==> config.mk <==
export PLATFORM = sky130hd
export DESIGN_NAME = fifo_rd_stream
export DESIGN_NICKNAME = d
export VERILOG_FILES = /design/src/rtl/fifo_rd_stream.sv
export SDC_FILE = /design/constraint.sdc
export NUM_CORES = 1
export LEC_CHECK = 0
export BUFFER_PORTS_ARGS = -buffer_cell sky130_fd_sc_hd__buf_2
export CORE_UTILIZATION = 53
export CTS_CLUSTER_DIAMETER = 40
export CTS_CLUSTER_SIZE = 16
export DETAILED_ROUTE_END_ITERATION = 16
export PLACE_DENSITY = 0.8
export REMOVE_ABC_BUFFERS = 1
export SYNTH_ARGS = -nofsm -noshare
export SYNTH_HDL_FRONTEND = slang
export SYNTH_SLANG_ARGS = --single-unit
==> constraint.sdc <==
create_clock -name clk -period 3.5 [get_ports clk]
set_clock_uncertainty 0.1 [all_clocks]
set_input_delay 0 -clock clk [delete_from_list [all_inputs] [get_ports clk]]
set_output_delay 0 -clock clk [all_outputs]
set_load 0.01 [all_outputs]
==> src/rtl/fifo_rd_stream.sv <==
// fifo_rd_stream: read-side drain engine for the single-clock FIFO.
// Read strobes are issued against a credit budget (buffered words plus
// reads still travelling through the FIFO read latency). Returned words
// land in a small circular skid buffer that is presented downstream as a
// valid/ready stream. A full buffer can still accept a returning word in
// the same cycle that it pops one, so the stream runs at one word per
// clock while the consumer stays ready.
module fifo_rd_stream #(
    parameter  int DW     = 18,
    parameter  int RD_LAT = 1,
    localparam int BUF_D  = RD_LAT + 1,
    localparam int CW     = $clog2(BUF_D + 1),
    localparam int PW     = $clog2(BUF_D)
) (
    input  logic          clk,
    input  logic          rst,
    input  logic          fifo_empty,
    input  logic          fifo_dout_valid,
    input  logic [DW-1:0] fifo_dout,
    output logic          fifo_ren,
    output logic          m_valid,
    input  logic          m_ready,
    output logic [DW-1:0] m_data,
    output logic [CW-1:0] level,
    output logic          err_unexp
);

    // Skid buffer storage and bookkeeping
    logic [DW-1:0] r_buf [BUF_D];
    logic [PW-1:0] r_wptr;
    logic [PW-1:0] r_rptr;
    logic [CW-1:0] r_count;
    logic [CW-1:0] r_infl;
    logic          r_valid;
    logic          r_err;

    // Per-cycle events and next-state values
    logic          w_pop;
    logic          w_push;
    logic          w_unexp;
    logic [CW:0]   w_credit;
    logic [CW-1:0] w_count_nxt;
    logic [CW-1:0] w_infl_nxt;

    // Circular pointer advance; BUF_D need not be a power of two
    function automatic logic [PW-1:0] ptr_inc(input logic [PW-1:0] p);
        return (p == PW'(BUF_D - 1)) ? '0 : p + PW'(1);
    endfunction

    // A returning word is only accepted when a read is actually in flight;
    // anything else is a stray word that gets flagged and dropped.
    assign w_pop    = r_valid && m_ready;
    assign w_push   = fifo_dout_valid && (r_infl != '0);
    assign w_unexp  = fifo_dout_valid && (r_infl == '0);

    // Buffered + in-flight words, less the word leaving this cycle. The pop
    // term makes m_ready feed fifo_ren combinationally so a full buffer
    // re-opens without a bubble the moment the consumer takes a word.
    assign w_credit = {1'b0, r_count} + {1'b0, r_infl} - {{CW{1'b0}}, w_pop};
    assign fifo_ren = rst && !fifo_empty && (w_credit < (CW + 1)'(BUF_D));

    assign m_valid   = r_valid;
    assign m_data    = r_buf[r_rptr];
    assign level     = r_count;
    assign err_unexp = r_err;

    // Next occupancy and next in-flight count; simultaneous inc/dec cancel
    always_comb begin
        w_count_nxt = r_count;
        case ({w_push, w_pop})
            2'b10:   w_count_nxt = r_count + CW'(1);
            2'b01:   w_count_nxt = r_count - CW'(1);
            default: w_count_nxt = r_count;
        endcase
        w_infl_nxt = r_infl;
        case ({fifo_ren, w_push})
            2'b10:   w_infl_nxt = r_infl + CW'(1);
            2'b01:   w_infl_nxt = r_infl - CW'(1);
            default: w_infl_nxt = r_infl;
        endcase
    end

    // Skid-buffer storage: cleared on reset so m_data reads zero afterwards
    always_ff @(posedge clk) begin
        if (!rst) begin
            for (int i = 0; i < BUF_D; i++) begin
                r_buf[i] <= '0;
            end
        end else if (w_push) begin
            r_buf[r_wptr] <= fifo_dout;
        end
    end

    // Pointers, occupancy, in-flight count and registered valid
    always_ff @(posedge clk) begin
        if (!rst) begin
            r_wptr  <= '0;
            r_rptr  <= '0;
            r_count <= '0;
            r_infl  <= '0;
            r_valid <= 1'b0;
        end else begin
            if (w_push) begin
                r_wptr <= ptr_inc(r_wptr);
            end
            if (w_pop) begin
                r_rptr <= ptr_inc(r_rptr);
            end
            r_count <= w_count_nxt;
            r_infl  <= w_infl_nxt;
            r_valid <= (w_count_nxt != '0);
        end
    end

    // Sticky flag for data returned with no read outstanding
    always_ff @(posedge clk) begin
        if (!rst) begin
            r_err <= 1'b0;
        end else if (w_unexp) begin
            r_err <= 1'b1;
        end
    end

endmodule

# Yosys cells after proc, flatten, opt, wreduce, memory -nomap -nowiden
# Memory sizes are Yosys's and may differ from the RTL's. A register that Yosys moved wholly into a read port is not among the register bits.
# Index checks and enable logic that the tools add are counted.
[op_classes] n_lt_le_gt_ge=1 n_eq_ne=4 addsub=8 muxes=13 reduce_logical=11
[op_table] op="$mux W18" count=1
[op_table] op="$reduce_or A18 Y1" count=1
[op_table] op="$mux W1" count=10
[op_table] op="$pmux W2 S2" count=2
[op_table] op="$reduce_bool A2 Y1" count=3
[op_table] op="$logic_and A1 B1 Y1" count=5
[op_table] op="$add A2 B1 Y2 const B" count=2
[op_table] op="$eq A2 B1 Y1 const B" count=2
[op_table] op="$eq A2 B2 Y1 const B" count=2
[op_table] op="$sub A2 B1 Y2 const B" count=2
[op_table] op="$add A2 B2 Y3" count=1
[op_table] op="$lt A3 B2 Y1 const B" count=1
[op_table] op="$sub A3 B1 Y3" count=1
[op_table] op="$add A1 B1 Y1 const B" count=2
[op_table] op="$logic_not A2 Y1" count=1
[op_table] op="$logic_not A1 Y1" count=1
[totals] mem_bits_rw=36 output_inout_bits=23 inputBits=23 mem_count=1 ff_bits=8
[mem_list] name="r_buf" words=2 word_bits=18 read_ports=1 rd_ports_with_merged_regs=1 wr=2 line_no="29" source="logic [DW-1:0] r_buf [BUF_D];"

# Depth between registers and ports, before layout
# Gate-level depths: netlist of the first run.
[logic_depth] ltp_word=7 depth_mapped=11 depth_no_buf=10

# Least setup slack after synthesis of the first run
# No wires, ideal clock.
[synth_path] kind="flip-flop to flip-flop" from="reg r_valid (netlist: m_valid)" to="reg r_infl[1]" period_less_slack_ns=2.587 arrival_ns=2.417 path_stages_with_launch=10 setup_slack_ns=0.913 setup_ns=0.070 n_path_buf=0 t_required_ns=3.330 path_cell_list="dfxtp_1 and2_1 ha_1 or2b_1 fa_1 xor2_1 nand4b_1 ha_1 or3_1 a21boi_1"
[synth_via] elab_chain_cells=6
[synth_rtl] element="start, declared" line_no="34" source="logic r_valid;"
[synth_rtl] element="start signal, assigned" line_no="111" source="r_valid <= (w_count_nxt != '0);"
[synth_rtl] element="$logic_and A1 B1 Y1 *" line_no="52" source="assign w_pop = r_valid && m_ready;"
[synth_rtl] element="via w_pop" line_no="38" source="logic w_pop;"
[synth_rtl] element="$sub A3 B1 Y3 *" line_no="59" source="assign w_credit = {1'b0, r_count} + {1'b0, r_infl} - {{CW{1'b0}}, w_pop};"
[synth_rtl] element="$lt A3 B2 Y1 *" line_no="60" source="assign fifo_ren = rst && !fifo_empty && (w_credit < (CW + 1)'(BUF_D));"
[synth_rtl] element="$logic_and A1 B1 Y1 *" line_no="60"
[synth_rtl] element="$eq A2 B1 Y1 / $eq A2 B2 Y1 (equally long branches)" line_no="76" source="case ({fifo_ren, w_push})"
[synth_rtl] element="$pmux W2 S2 / $reduce_bool A2 Y1 (equally long branches)"
[synth_rtl] element="end signal, assigned" line_no="110" source="r_infl <= w_infl_nxt;"
[synth_rtl] element="end, declared" line_no="33" source="logic [CW-1:0] r_infl;"
# Mark *: on every way through the listed nets, which the timed path passes. The rest lies on a longest branch.
# A chain may end at the register's enable or synchronous reset.

# Worst setup path in the final report of the first run
[layout_path] from="reg r_infl[0]" to="reg r_infl[1]"
[layout_via] elab_chain_cells=6
[layout_rtl] element="$add A2 B2 Y3" line_no="59"
[layout_rtl] element="$sub A3 B1 Y3" line_no="59"
[layout_rtl] element="$lt A3 B2 Y1" line_no="60"
[layout_rtl] element="$logic_and A1 B1 Y1" line_no="60"
[layout_rtl] element="$eq A2 B1 Y1 / $eq A2 B2 Y1 (equally long branches)" line_no="76"
[layout_rtl] element="$pmux W2 S2 / $reduce_bool A2 Y1 (equally long branches)"
# Parallel ways exist; a longest one is shown, timed or not.

==> results of run 1 <==
-- worst min path at each step --
| stage | start | slack [ns] | end | depth (start not counted) |
|---|---|---|---|---|
| floorplan | rst | 0.02 | level[0]$_SDFF_PN0_ | 1 |
| global placement | fifo_dout[12] | 0.22 | r_buf[0][12]$_SDFFCE_PN0P_ | 3 |
| detailed placement | fifo_dout[0] | 0.22 | r_buf[1][0]$_SDFFCE_PN0P_ | 3 |
| CTS | m_ready | 0.09 | r_rptr$_SDFFE_PN0P_ | 4 |
| global route | m_ready | 0.16 | r_rptr$_SDFFE_PN0P_ | 4 |
| finish | m_ready | 0.1 | r_rptr$_SDFFE_PN0P_ | 4 |
-- metal layers --
metal	track usage (%)	up-vias	part of all wire, %
li1	-	700	-
met1	23.82	655	43
met2	35.37	39	51
met3	4.821	7	4.0
met4	7.500	0	1.5
met5	0	-	0
-- flip-flops by register name, indices dropped and copies added (netlist names), named ones only --
register	count
r_wptr	1
err_unexp	1
r_rptr	1
r_infl	2
level	2
r_buf	36
m_valid	1
-- power by group through the flow --
stage	Combinational [mW]	Clock [mW]	Sequential (mW)
after floorplan	0.310	0	0.745
after global placement	0.443	0	0.748
after detailed placement	0.458	0	0.754
after CTS	0.478	0.384	0.743
after global routing	0.530	0.406	0.754
final	0.473	0.380	0.741
-- metrics by stage --
stage                     utilization [%]  std cells  setup slack, ns  power (mW)
after global routing                70.18        281           0.5022       1.690
after detailed placement            62.11        254           0.6836       1.212
final                               70.18        281           0.6819       1.594
after CTS                           70.18        281           0.6536       1.605
after floorplan                         -        161           0.8745       1.055
after global placement              62.11        254           0.7891       1.192
-- timing repair --
action	CTS	global route
hold buffers	19	0
endpoints found under the setup margin	0	0
endpoints found under the hold margin	45	0
-- cell usage after synthesis, drive strengths merged --
| cell | instances | share of area [%] |
|---|---|---|
| o211ai | 2 | 1.2 |
| dfxtp | 9 | 8.8 |
| xor2 | 2 | 0.86 |
| clkbuf | 1 | 0.18 |
| fa | 1 | 0.98 |
| nand2 | 20 | 3.7 |
| edfxtp | 36 | 53 |
| inv | 6 | 1.1 |
| ha | 4 | 2.4 |
| nand4b | 1 | 0.43 |
| xnor2 | 6 | 2.6 |
| a31oi | 1 | 0.31 |
| and2 | 4 | 1.2 |
| nor2b | 3 | 0.92 |
| or2b | 1 | 0.37 |
| o21ai | 5 | 1.4 |
| mux2 | 18 | 9.9 |
| or3 | 2 | 0.61 |
| o211a | 1 | 0.49 |
| buf | 7 | 2.1 |
| a21boi | 2 | 0.73 |
| nor2 | 37 | 6.8 |
-- kinds of logic after synthesis --
kind of cell,synth area share (%)
simple gates,14.01
flops,61.69
mux,9.914
buf+inv,3.366
compound gates,4.161
xor+xnor,3.427
fa+ha+maj,3.427
-- area by class of cell --
type                    instances  share of cell area, %
flip-flops and latches         45                  48.72
multi-input cells             110                  27.89
repair buffers                 64                  16.05
clock buffers                   6                  2.803
well taps                      48                  2.320
clock inverters                 2                  1.353
inverters                       6                 0.8700
-- worst max-delay path: cells and delay by family, from the launching register on --
| kind | cells | cell delay, ns |
|---|---|---|
| simple gates | 3 | 0.73 |
| buf+inv | 1 | 0.10 |
| fa+ha+maj | 3 | 1.05 |
| xor+xnor | 1 | 0.15 |
| flops | 1 | 0.49 |
| compound gates | 1 | 0.14 |
==> qor.yml, run 1 <==
outcome: "completed"
fp.dieW_um: 64.11
power.share.switching_pct: 30.03
die_area_um2: 4110
dp_hpwl_mm: 2.342
cts_buffer_depth: 2
arrival_ns: 2.95
r2r_start: "r_infl[0]$_SDFFE_PN0P_"
clock_latency_ns: 0.29
io_pins: 46
crit_required_ns: 3.63
worst_slew_pin_slew_ns: 1.011
ant_nets: 0
grt_pass1_vias: 1479
ys_warn_count: 0
cts_resized: 0
area_growth_pct: 26.62
core-area_um2: 3689
wl_per_cell_um: 13.37
slew_viol_final: 0
drt-pass1-iter-count: 4
post_cts_buffers: 0
yosysSeqAreaShare_pct: 61.69
netlist-cell-type-count: 24
cp-endpoint: "r_infl[1]$_SDFFE_PN0P_"
critPathCaptureType: "register"
whs_ns: 0.09885
clkSlewWorstSetupHoldPaths_ns: 0.08
drtIter0Drc: 106
final_hold_viol_count: 0
relSlewSlack_pct: 32.59
grt_pass1_wl_mm: 6.216
p_sw_mw: 0.4789
rsz0062_at_grt: "false"
crit_chain: "inv_1, ha_1, or2b_1, fa_1, xor2_1, nand4b_1, ha_1, or3_1, a21boi_1"
synth_cells: 169
period_share_pct: 80.52
ff2ff_path_depth: 9
maxCapViolations: 0
clock.fmax_ghz: 0.3549
critical_path.startpoint: "r_infl[0]$_SDFFE_PN0P_"
leakagePower_nw: 1.065
gp_congestion: 0.7104
cts-buffers-inserted: 5
crit_slowest_cell: "dfxtp_1"
power_density_nw_per_um2: 615.9
synthesis.area_um2: 2044
r2r_end: "r_infl[1]$_SDFFE_PN0P_"
drt-vias-per-instance: 4.986
route.detailed.drc: 0
ctsHtreeMaxLevel: 2
portBuffers: 45
start_util_pct: 55.43
track_usage_pct: 20.13
fin_nets: 260
crit_path_frequent_cell: "ha_1"
mostFrequentLayoutCells: "45 x buf_2, 37 x nor2_1, 36 x edfxtp_1"
drt_wl_total_mm: 3.756
ys_ff_latch: 45
drive_above_1_share_pct: 32.19
slowest_delay_ns: 0.49
grt_max_degree: 21
worstSetupPathType: "reg2reg"
antenna_cells: 0
rows: 22
cts_tree: "built"
internal_power_mw: 1.116
multi_input_area_um2: 721.9
p_comb_share_pct: 29.7
p_clk_share_pct: 23.8
min_path_type: "in2reg"
finalSetupTns_ns: 0
max-vdd-ir-drop_uv: 474.6
stdcell_area_um2: 2589
reg2reg_slack_ns: 0.68
fill_cells: 267
clock_sinks: 45
worstPathMaxFanout: 6
place_area_um2: 2291
cp-start-kind: "register"
antenna_found_initial: 0
syn_area_per_cell_um2: 12.10
layout_commonest_cell: "buf_2"
grt_remaining_overflow: 0
cts-root-buf: "clkbuf_8"
setup_viol: 0
p_seq_share_pct: 46.5
seq_area_um2: 1261
vias: 1401
min_period_ns: 2.818
die_h_um: 64.11
Power figures use the tool's default switching activity.
==> run 2: changes to the inputs <==
==> constraint.sdc (replaced) <==
create_clock -name clk -period 2.8 [get_ports clk]
set_clock_uncertainty 0.1 [all_clocks]
set_input_delay 0 -clock clk [delete_from_list [all_inputs] [get_ports clk]]
set_output_delay 0 -clock clk [all_outputs]
set_load 0.01 [all_outputs]
==> qor.yml, run 2 (synthesized netlist as in run 1, its figures left out) <==
power_density_nw_per_um2: 737.7  # +20%
critPathCaptureType: "register"
die_area_um2: 4110  # unchanged
crit_required_ns: 2.92  # -0.71 ns
post_cts_buffers: 0  # unchanged
fin_nets: 263  # +1.2%
largest_reg_flops: 36  # unchanged
layout_commonest_cell: "buf_2"
antenna_found_initial: 0  # unchanged
drt_wl_total_mm: 3.626  # -3.5%
stdcell_area_um2: 2589  # unchanged
mostFrequentLayoutCells: "45 x buf_2, 37 x nor2_1, 36 x edfxtp_1"
core-area_um2: 3689  # unchanged
fill_cells: 281  # +5.2%
io_pins: 46  # unchanged
cts-root-buf: "clkbuf_8"
leakagePower_nw: 1.071  # +0.57%
antenna_cells: 0  # unchanged
fp.dieW_um: 64.11  # unchanged
grt_remaining_overflow: 0  # unchanged
drt-pass1-iter-count: 4  # unchanged
top_register: "r_buf"
arrival_ns: 2.77  # -0.18 ns
max-vdd-ir-drop_uv: 422.2  # -11%
maxCapViolations: 0  # unchanged
p_sw_mw: 0.5920  # +24%
p_comb_share_pct: 32.4  # +2.7 points
area_growth_pct: 26.62  # unchanged
track_usage_pct: 20.21  # +0.078 points
worst_slew_pin_slew_ns: 0.8371  # -0.1740 ns
grt_pass1_wl_mm: 6.285  # +1.1%
clock.fmax_ghz: 0.3782  # +6.6%
outcome: "completed"
cp-start-kind: "register"
critical_path.startpoint: "m_valid$_SDFF_PN0_"
worstPathMaxFanout: 3  # -3
drt-vias-per-instance: 4.965  # -0.42%
place_area_um2: 2313  # +0.98%
ff2ff_path_depth: 9  # unchanged
rows: 22  # unchanged
clock_sinks: 45  # unchanged
start_util_pct: 55.43  # unchanged
drtIter0Drc: 79  # -25%
drive_above_1_share_pct: 33.47  # +1.3 points
clkSlewWorstSetupHoldPaths_ns: 0.08  # about the same
period_share_pct: 94.44  # +14 points
rsz0062_at_grt: "false"
slew_viol_final: 0  # unchanged
finalSetupTns_ns: 0  # unchanged
die_h_um: 64.11  # unchanged
min_to: "r_rptr$_SDFFE_PN0P_"
portBuffers: 45  # unchanged
wl_per_cell_um: 12.77  # -4.5%
hold_path_depth: 4  # unchanged
cts-buffers-inserted: 5  # unchanged
min_path_type: "in2reg"
route.detailed.drc: 0  # unchanged
cts_buffer_depth: 2  # unchanged
internal_power_mw: 1.318  # +18%
min_period_ns: 2.644  # -0.1737 ns
grt_pass1_vias: 1450  # -2.0%
setup_viol: 0  # unchanged
ant_nets: 0  # unchanged
reg2reg_slack_ns: 0.16  # -0.53 ns
vias: 1410  # +0.64%
ctsHtreeMaxLevel: 2  # unchanged
final_hold_viol_count: 0  # unchanged
power.share.switching_pct: 31.00  # +0.97 points
min_from: "m_ready"
clock_latency_ns: 0.29  # about the same
grt_max_degree: 21  # unchanged
worstSetupPathType: "reg2reg"
r2r_end: "r_infl[1]$_SDFFE_PN0P_"
p_seq_share_pct: 47.8  # +1.3 points
dp_hpwl_mm: 2.261  # -3.5%
r2r_start: "m_valid$_SDFF_PN0_"
cts_tree: "built"
relSlewSlack_pct: 44.03  # +11 points
gp_congestion: 0.7397  # +4.1%
p_clk_share_pct: 19.8  # -4.0 points
run 2: changes by cell type in the layout (fill, tap and decap cells not counted):
cell / previous run / this run
and2_1: 4 / 3
and2_4: 0 / 1
buf_4: 0 / 3
bufinv_16: 1 / 0
clkinv_2: 1 / 2
run 2: cell type report:
cell class              instances  area (um2)  area share (%)
repair buffers                 67       437.9           16.92
multi-input cells             110       724.4           27.98
clock buffers                   6       72.57           2.803
inverters                       6       22.52          0.8700
well taps                      48       60.06           2.320
clock inverters                 2       10.01          0.3867
flip-flops and latches         45        1261           48.72
run 2: how the worst max path moves through the flow:
| stage | to | slack [ns] |
|---|---|---|
| after global placement | r_infl[1]$_SDFFE_PN0P_ | 0.19 |
| after CTS | r_infl[1]$_SDFFE_PN0P_ | 0.10 |
| after detailed placement | r_infl[1]$_SDFFE_PN0P_ | 0.12 |
| after floorplan | r_infl[1]$_SDFFE_PN0P_ | 0.17 |
| after global routing | r_infl[1]$_SDFFE_PN0P_ | 0.03 |
| final | r_infl[1]$_SDFFE_PN0P_ | 0.16 |
run 2: timing repair:
item,CTS,global route
hold buffers,19,0
resized for setup,0,1
hold endpoints to repair,41,0
setup endpoints to repair,0,1
run 2: layer usage:
| metal | vias to the layer above | wire length (um) | global-route usage [%] |
|---|---|---|---|
| li1 | 704 | - | - |
| met1 | 675 | 1547 | 23.86 |
| met2 | 24 | 1913 | 35.77 |
| met3 | 7 | 108 | 4.107 |
| met4 | 0 | 57 | 8.333 |
| met5 | - | 0 | 0 |
run 2: worst max-delay path, stage by stage, from the launching register on:
cell and delay [ns]:
dfxtp_1 0.31, and2_4 0.16, ha_1 0.26, or2b_1 0.23, fa_1 0.37, xor2_1 0.14, nand4b_1 0.14, ha_1 0.35
or3_1 0.36, a21boi_1 0.15
run 2: power groups by stage:
stage	logic (mW)	clock network, mW	registers [mW]
5_1_grt	0.698	0.405	0.927
3_3_place_gp	0.586	0	0.921
4_1_cts	0.624	0.383	0.912
2_1_floorplan	0.388	0	0.931
3_5_place_dp	0.598	0	0.927
6_report	0.619	0.378	0.912
run 2: through the flow:
| stage | utilization, % | hold slack (ns) | setup slack, ns | std cells | total power, mW |
|---|---|---|---|---|---|
| floorplan | - | 0.02171 | 0.1745 | 161 | 1.319 |
| global placement | 62.72 | 0.2194 | 0.1923 | 257 | 1.508 |
| detailed placement | 62.72 | 0.2261 | 0.1206 | 257 | 1.524 |
| CTS | 70.12 | 0.09304 | 0.1002 | 284 | 1.919 |
| global route | 70.18 | 0.06158 | 0.02546 | 284 | 2.030 |
| finish | 70.18 | 0.04642 | 0.1557 | 284 | 1.910 |
